### config.mk
export PLATFORM = sky130hd
export DESIGN_NAME = carry_select_adder_64b
export DESIGN_NICKNAME = d
export VERILOG_FILES = /design/src/rtl/carry_select_adder_64b.sv
export SDC_FILE = /design/constraint.sdc
export NUM_CORES = 1
export LEC_CHECK = 0
export CAP_MARGIN = 20
export CORE_MARGIN = 2
export CORE_UTILIZATION = 35
export CTS_CLUSTER_DIAMETER = 80
export DETAILED_ROUTE_END_ITERATION = 10
export PLACE_DENSITY_LB_ADDON = 0.12
export SYNTH_ARGS = -nofsm -noshare
export SYNTH_HDL_FRONTEND = slang
export SYNTH_SLANG_ARGS = --single-unit
### constraint.sdc
create_clock -name clk -period 24.7 [get_ports clk]
set_input_delay 4.94 -clock clk [delete_from_list [all_inputs] [get_ports clk]]
set_output_delay 4.94 -clock clk [all_outputs]
set_load 0.05 [all_outputs]
### src/rtl/carry_select_adder_64b.sv
// 64-bit carry-select adder with carry-in and registered {cout, sum}; BLOCK_W must divide 64 (4, 8, 16).
// Optional macro CSA_INPUT_REG_EN adds an input register stage (latency 2 instead of 1).
module carry_select_adder_64b #(
    parameter int BLOCK_W = 4
) (
    input  logic        clk,
    input  logic        rst,
    input  logic [63:0] in1,
    input  logic [63:0] in2,
    input  logic        cin,
    output logic [63:0] sum,
    output logic        cout
);

    localparam int NUM_BLK = 64 / BLOCK_W;

    // Explicit bit-serial ripple so each block stays a true ripple chain.
    function automatic logic [BLOCK_W:0] ripple(
        input logic [BLOCK_W-1:0] a,
        input logic [BLOCK_W-1:0] b,
        input logic               c
    );
        logic [BLOCK_W-1:0] s;
        logic               cy;
        cy = c;
        for (int i = 0; i < BLOCK_W; i++) begin
            s[i] = a[i] ^ b[i] ^ cy;
            cy   = (a[i] & b[i]) | (cy & (a[i] ^ b[i]));
        end
        return {cy, s};
    endfunction

    logic [63:0] op_a;
    logic [63:0] op_b;
    logic        op_c;

`ifdef CSA_INPUT_REG_EN
    logic [63:0] a_reg;
    logic [63:0] b_reg;
    logic        c_reg;

    always_ff @(posedge clk) begin
        if (rst) begin
            a_reg <= 64'h0;
            b_reg <= 64'h0;
            c_reg <= 1'b0;
        end else begin
            a_reg <= in1;
            b_reg <= in2;
            c_reg <= cin;
        end
    end

    assign op_a = a_reg;
    assign op_b = b_reg;
    assign op_c = c_reg;
`else
    assign op_a = in1;
    assign op_b = in2;
    assign op_c = cin;
`endif

    logic [63:0] sum_next;
    logic        cout_next;

    genvar gi;
    generate
        for (gi = 0; gi < NUM_BLK; gi++) begin : g_blk
            localparam int LO = gi * BLOCK_W;
            logic [BLOCK_W-1:0] a_blk;
            logic [BLOCK_W-1:0] b_blk;
            logic [BLOCK_W-1:0] s_blk;
            logic               c_in;
            logic               c_out;

            assign a_blk = op_a[LO +: BLOCK_W];
            assign b_blk = op_b[LO +: BLOCK_W];

            if (gi == 0) begin : g_first
                assign c_in           = op_c;
                assign {c_out, s_blk} = ripple(a_blk, b_blk, c_in);
            end else begin : g_sel
                // Both candidate results are ready before the incoming carry settles.
                logic [BLOCK_W:0] res0;
                logic [BLOCK_W:0] res1;
                assign res0           = ripple(a_blk, b_blk, 1'b0);
                assign res1           = ripple(a_blk, b_blk, 1'b1);
                assign c_in           = g_blk[gi-1].c_out;
                assign {c_out, s_blk} = c_in ? res1 : res0;
            end

            assign sum_next[LO +: BLOCK_W] = s_blk;
        end
    endgenerate

    assign cout_next = g_blk[NUM_BLK-1].c_out;

    always_ff @(posedge clk) begin
        if (rst) begin
            sum  <= 64'h0;
            cout <= 1'b0;
        end else begin
            sum  <= sum_next;
            cout <= cout_next;
        end
    end

endmodule

-- Yosys cells after proc, flatten, opt, wreduce, memory -nomap -nowiden
Cells that the tools add are included.
- flip-flop bits (word level): 65
- input bits: 131
- output and inout bits: 65
- logic and storage cells: 457
- muxes and demuxes: 15
- bitwise operators: 440
- operators with widths (kind ; number):
    1-bit bitwise AND ; 158
    1-bit XOR ; 158
    1-bit OR ; 109
    5-bit 2-to-1 mux ; 15
    1-bit NOT ; 15

-- Depth between registers and ports, before layout
- word-level depth: 24
- depth in mapped cells: 82
- depth with buffers taken out: 82

-- Worst setup path before layout
Ideal clock, no wire load.
- kind: input port to flip-flop
- from: in in1[0]
- to: reg sum[63]
- setup time: 64 ps
- arrival time: 25414 ps
- data required time: 24636 ps
- slack: -778 ps
- stages: 78
- buffers on the path: 0
- path through: fa_1 > fa_1 > inv_1 > fa_1 > inv_1 > fa_1 > nor2_1 > a21oi_1 > fa_1 > fa_1 > inv_1 > fa_1 > o21ai_0 > fa_1 > fa_1 > inv_1 > fa_1 > a21oi_1 > [42 not listed] > fa_1 > nor2_1 > a21oi_1 > fa_1 > fa_1 > fa_1 > nor2_1 > a21oi_1 > fa_1 > fa_1 > fa_1 > nor2_1 > a21oi_1 > fa_1 > fa_1 > inv_1 > fa_1 > nor2_1
- longest elaborated chain between the ends: 24
- elaborated cells on any way between the ends: 25
- classes of those cells: mux (15); bitwise (10)
- ends and longest elaborated chain (what ; line ; RTL):
    from (decl) ; 8 ; input logic [63:0] in1,
    1-bit XOR ; 28 ; cy = (a[i] & b[i]) | (cy & (a[i] ^ b[i]));
    1-bit bitwise AND ; 28 ;
    1-bit OR (*) ; 28 ;
    1-bit bitwise AND (*) ; 28 ;
    1-bit OR (*) ; 28 ;
    1-bit bitwise AND (*) ; 28 ;
    1-bit OR (*) ; 28 ;
    1-bit bitwise AND (*) ; 28 ;
    1-bit OR (*) ; 28 ;
    5-bit 2-to-1 mux (*) (15 in series) ; 89 ; assign {c_out, s_blk} = c_in ? res1 : res0;
    to (signal assigned) ; 103 ; sum <= sum_next;
    to (decl) ; 11 ; output logic [63:0] sum,
Every way passes the cells marked *; elsewhere a longest branch is shown, timed or not.
A chain may end at the register's enable or synchronous reset.

-- Worst setup path in the final report
- from: in cin
- to: reg sum[63]
- longest elaborated chain between the ends: 23
- ends and longest elaborated chain (what ; line ; RTL):
    from (decl) ; 10 ; input logic cin,
    1-bit bitwise AND ; 28 ;
    1-bit OR ; 28 ;
    1-bit bitwise AND ; 28 ;
    1-bit OR ; 28 ;
    1-bit bitwise AND ; 28 ;
    1-bit OR ; 28 ;
    1-bit bitwise AND ; 28 ;
    1-bit OR ; 28 ;
    5-bit 2-to-1 mux (15 in series) ; 89 ;
No other way between the ends.

==> impl_results.md <==
* CP endpoint kind: flip-flop
* Fin nets at 746
* Final setup violation count at 0
* Vias post-DR at 2781
* Ant diodes at 0
* Hold-fix buffers, CTS at 0
* Clock sink total at 65
* Drt first pass iters at 4
* Rel. slew slack at 0.545
* Status: complete, no violations
* Vias per cell at 4.13
* CTS clk-pin slew, worst paths at roughly 60 ps
* Ports at 196
* Number of global-route vias before repair at 2882
* Max layer used: met4
* Unrepaired setup endpoints after global routing: true
* Total die area at 0.0110 mm^2
* Wire per inst at 12.4 um
* Post-Route Utilization at 0.630
* Hold WC Path Type: in2reg
* Initial antenna violation count at 0
* Count of cell types in the netlist at 15
* Synthesized area at 0.00356 mm^2
* Warnings, synthesis at 0
* Filler cells at 860
* Crit path kind: in2reg
* Core Rows at 36
* Syn Inst Count at about 320
* Antenna viol nets, final at 0
* PwrDens at approximately 59 mW/mm^2
* Layout area overhead at 73.7%
* Met2 wire length at 4460 um
* Arrival @ worst endpoint at 24580 ps
* Root Buffer: clkbuf_8
* Sequential-to-total area share from yosys stat at 0.365
* Register bit total from synthesis at 65
* CP dominant cell by count: fa_2
* DRC at 0
* DP Wirelength at just under 7000 um
* H-tree depth at 3
* Fin. Hold Viols at 0
* Setup_tns at 0 ps
* Total gr overflow at 0
* Final hold slack at between 5000 and 6000 ps
* Syn_nets at 526
* Syn Area/Cell at 11.3 um^2
* Final Max Slew Viols at 0
* Max Cap Viol at 0
* Initial Utilization at 0.363
* CP Max Fanout at 3
* Worst-margin pin slew at 683 ps
* Met3 wire length at 751 um
* CP max stage cell: fa_2
* Final wirelength at 8370 um
* Share of cells above drive strength 1 at 0.209
* Critical Path RT at roughly 25000 ps
* Wl on met1 at 3000 um
* Port Buf Inserts at 195
* CTS tree: built
* Clock Path Buffers at 2
* Max frequency at about 41 MHz
* Fin crit share at 0.985
* DRT iter0 DRCs at 41
* Die height at between 100 and 150 um
* Chip width at 105 um
* Peak VDD IR at 0.0000287 V
* Placer congestion estimate at 0.751
* Largest net degree at the start of global routing at 66
* Critical Path Start Type: primary input
* Minimum clock period at 24320 ps
* Max incr delay on CP at 420 ps
* Area of the core at 0.00982 mm^2
* First-pass GRT wire length at ~13000 um
* TritonCTS Buffers at 9
* Gr usage total at 0.156
* Leak Pwr at 2.61 nW
[synthesized netlist by cell type]
library cell / n / area (um^2)
a21oi_1: 6 / 30.0
buf_2: 1 / 5.00
buf_4: 2 / 15.0
buf_6: 4 / 45.0
dfxtp_1: 65 / 1300
fa_1: 49 / 981
ha_1: 30 / 375
inv_1: 60 / 225
mux2i_1: 5 / 50.1
nand2_1: 4 / 15.0
nor2_1: 31 / 116
nor2b_1: 40 / 250
o21ai_0: 4 / 20.0
xnor2_1: 10 / 87.6
xor2_1: 5 / 43.8
[cells in the final DEF, fill, tap and decap left out, types with 3 or more instances in the layout]
cell	count
nor2_1	25
nor2_4	3
inv_2	4
dfxtp_1	65
nand2_2	4
nor2_2	3
inv_1	56
clkbuf_8	9
nor2b_1	40
clkinv_2	3
a21oi_4	3
o21ai_2	4
buf_4	18
mux2i_2	4
clkdlybuf4s50_1	190
xor2_1	5
xnor2_1	10
ha_1	30
fa_2	48
buf_6	3
a21oi_2	3
[flip-flops by register name, indices dropped and copies added, names as in the netlist]
register  flops
cout          1
sum          64
[worst paths after layout]
path   start                 end  depth (start not counted)
min   in2[0]   sum[0]$_SDFF_PP0_                          3
max      cin  sum[63]$_SDFF_PP0_                         84
[logic make-up after synthesis]
logic type	synth area share
adder cells (fa/ha/maj)	0.381
multiplexers	0.0141
AND/OR/NAND/NOR	0.107
AO/OA/AOI/OAI	0.0141
flip-flops	0.365
buffers and inverters	0.0815
XOR/XNOR	0.0369
[power by group]
part / internal [W] / leakage (nW) / switching, W / total, W
Sequential: 0.000119 / 0.542 / 0.00000355 / 0.000123
Combinational: 0.0000707 / 1.98 / 0.0000873 / 0.000158
Clock: 0.0000457 / 0.0929 / 0.0000384 / 0.0000841
[routing by layer]
| layer | global-route usage | up-vias |
|---|---|---|
| met5 | 0 | - |
| met4 | 0.0467 | 0 |
| met3 | 0.0655 | 12 |
| met2 | 0.285 | 106 |
| met1 | 0.161 | 1307 |
| li1 | - | 1356 |
[repair_timing]
action,in CTS,in global routing
setup buffers,3,6
resized for setup,37,33
pin swaps,27,21
endpoints found under the setup margin,4,4
[critical path: cells and delay by family]
kind                       cells  cell delay (ps)
AOI/OAI and AO/OA             10              590
adders and majority gates     49            16470
buffers and inverters         11              890
muxes                          5              810
and+or+nand+nor                9              790
[metrics by stage]
stage               instances  power, W  instance area [um^2]  setup WS (ps)
floorplan                 316  0.000213                  3630           19.1
global placement          649  0.000273                  5760          -1010
detailed placement        649  0.000276                  5760          -1150
CTS                       667  0.000365                  6050           12.1
global route              673  0.000387                  6180           -343
finish                    673  0.000365                  6180            378
[area by class of cell]
| type | instances | area [um^2] | area share |
|---|---|---|---|
| flip-flops and latches | 65 | 1300 | 0.210 |
| repair buffers | 216 | 2110 | 0.341 |
| multi-input cells | 184 | 2200 | 0.356 |
| clock inverters | 4 | 45.0 | 0.00728 |
| clock buffers | 11 | 131 | 0.0212 |
| inverters | 60 | 225 | 0.0364 |
| well taps | 133 | 166 | 0.0269 |
Note: power is estimated with default switching activity, not from simulation.
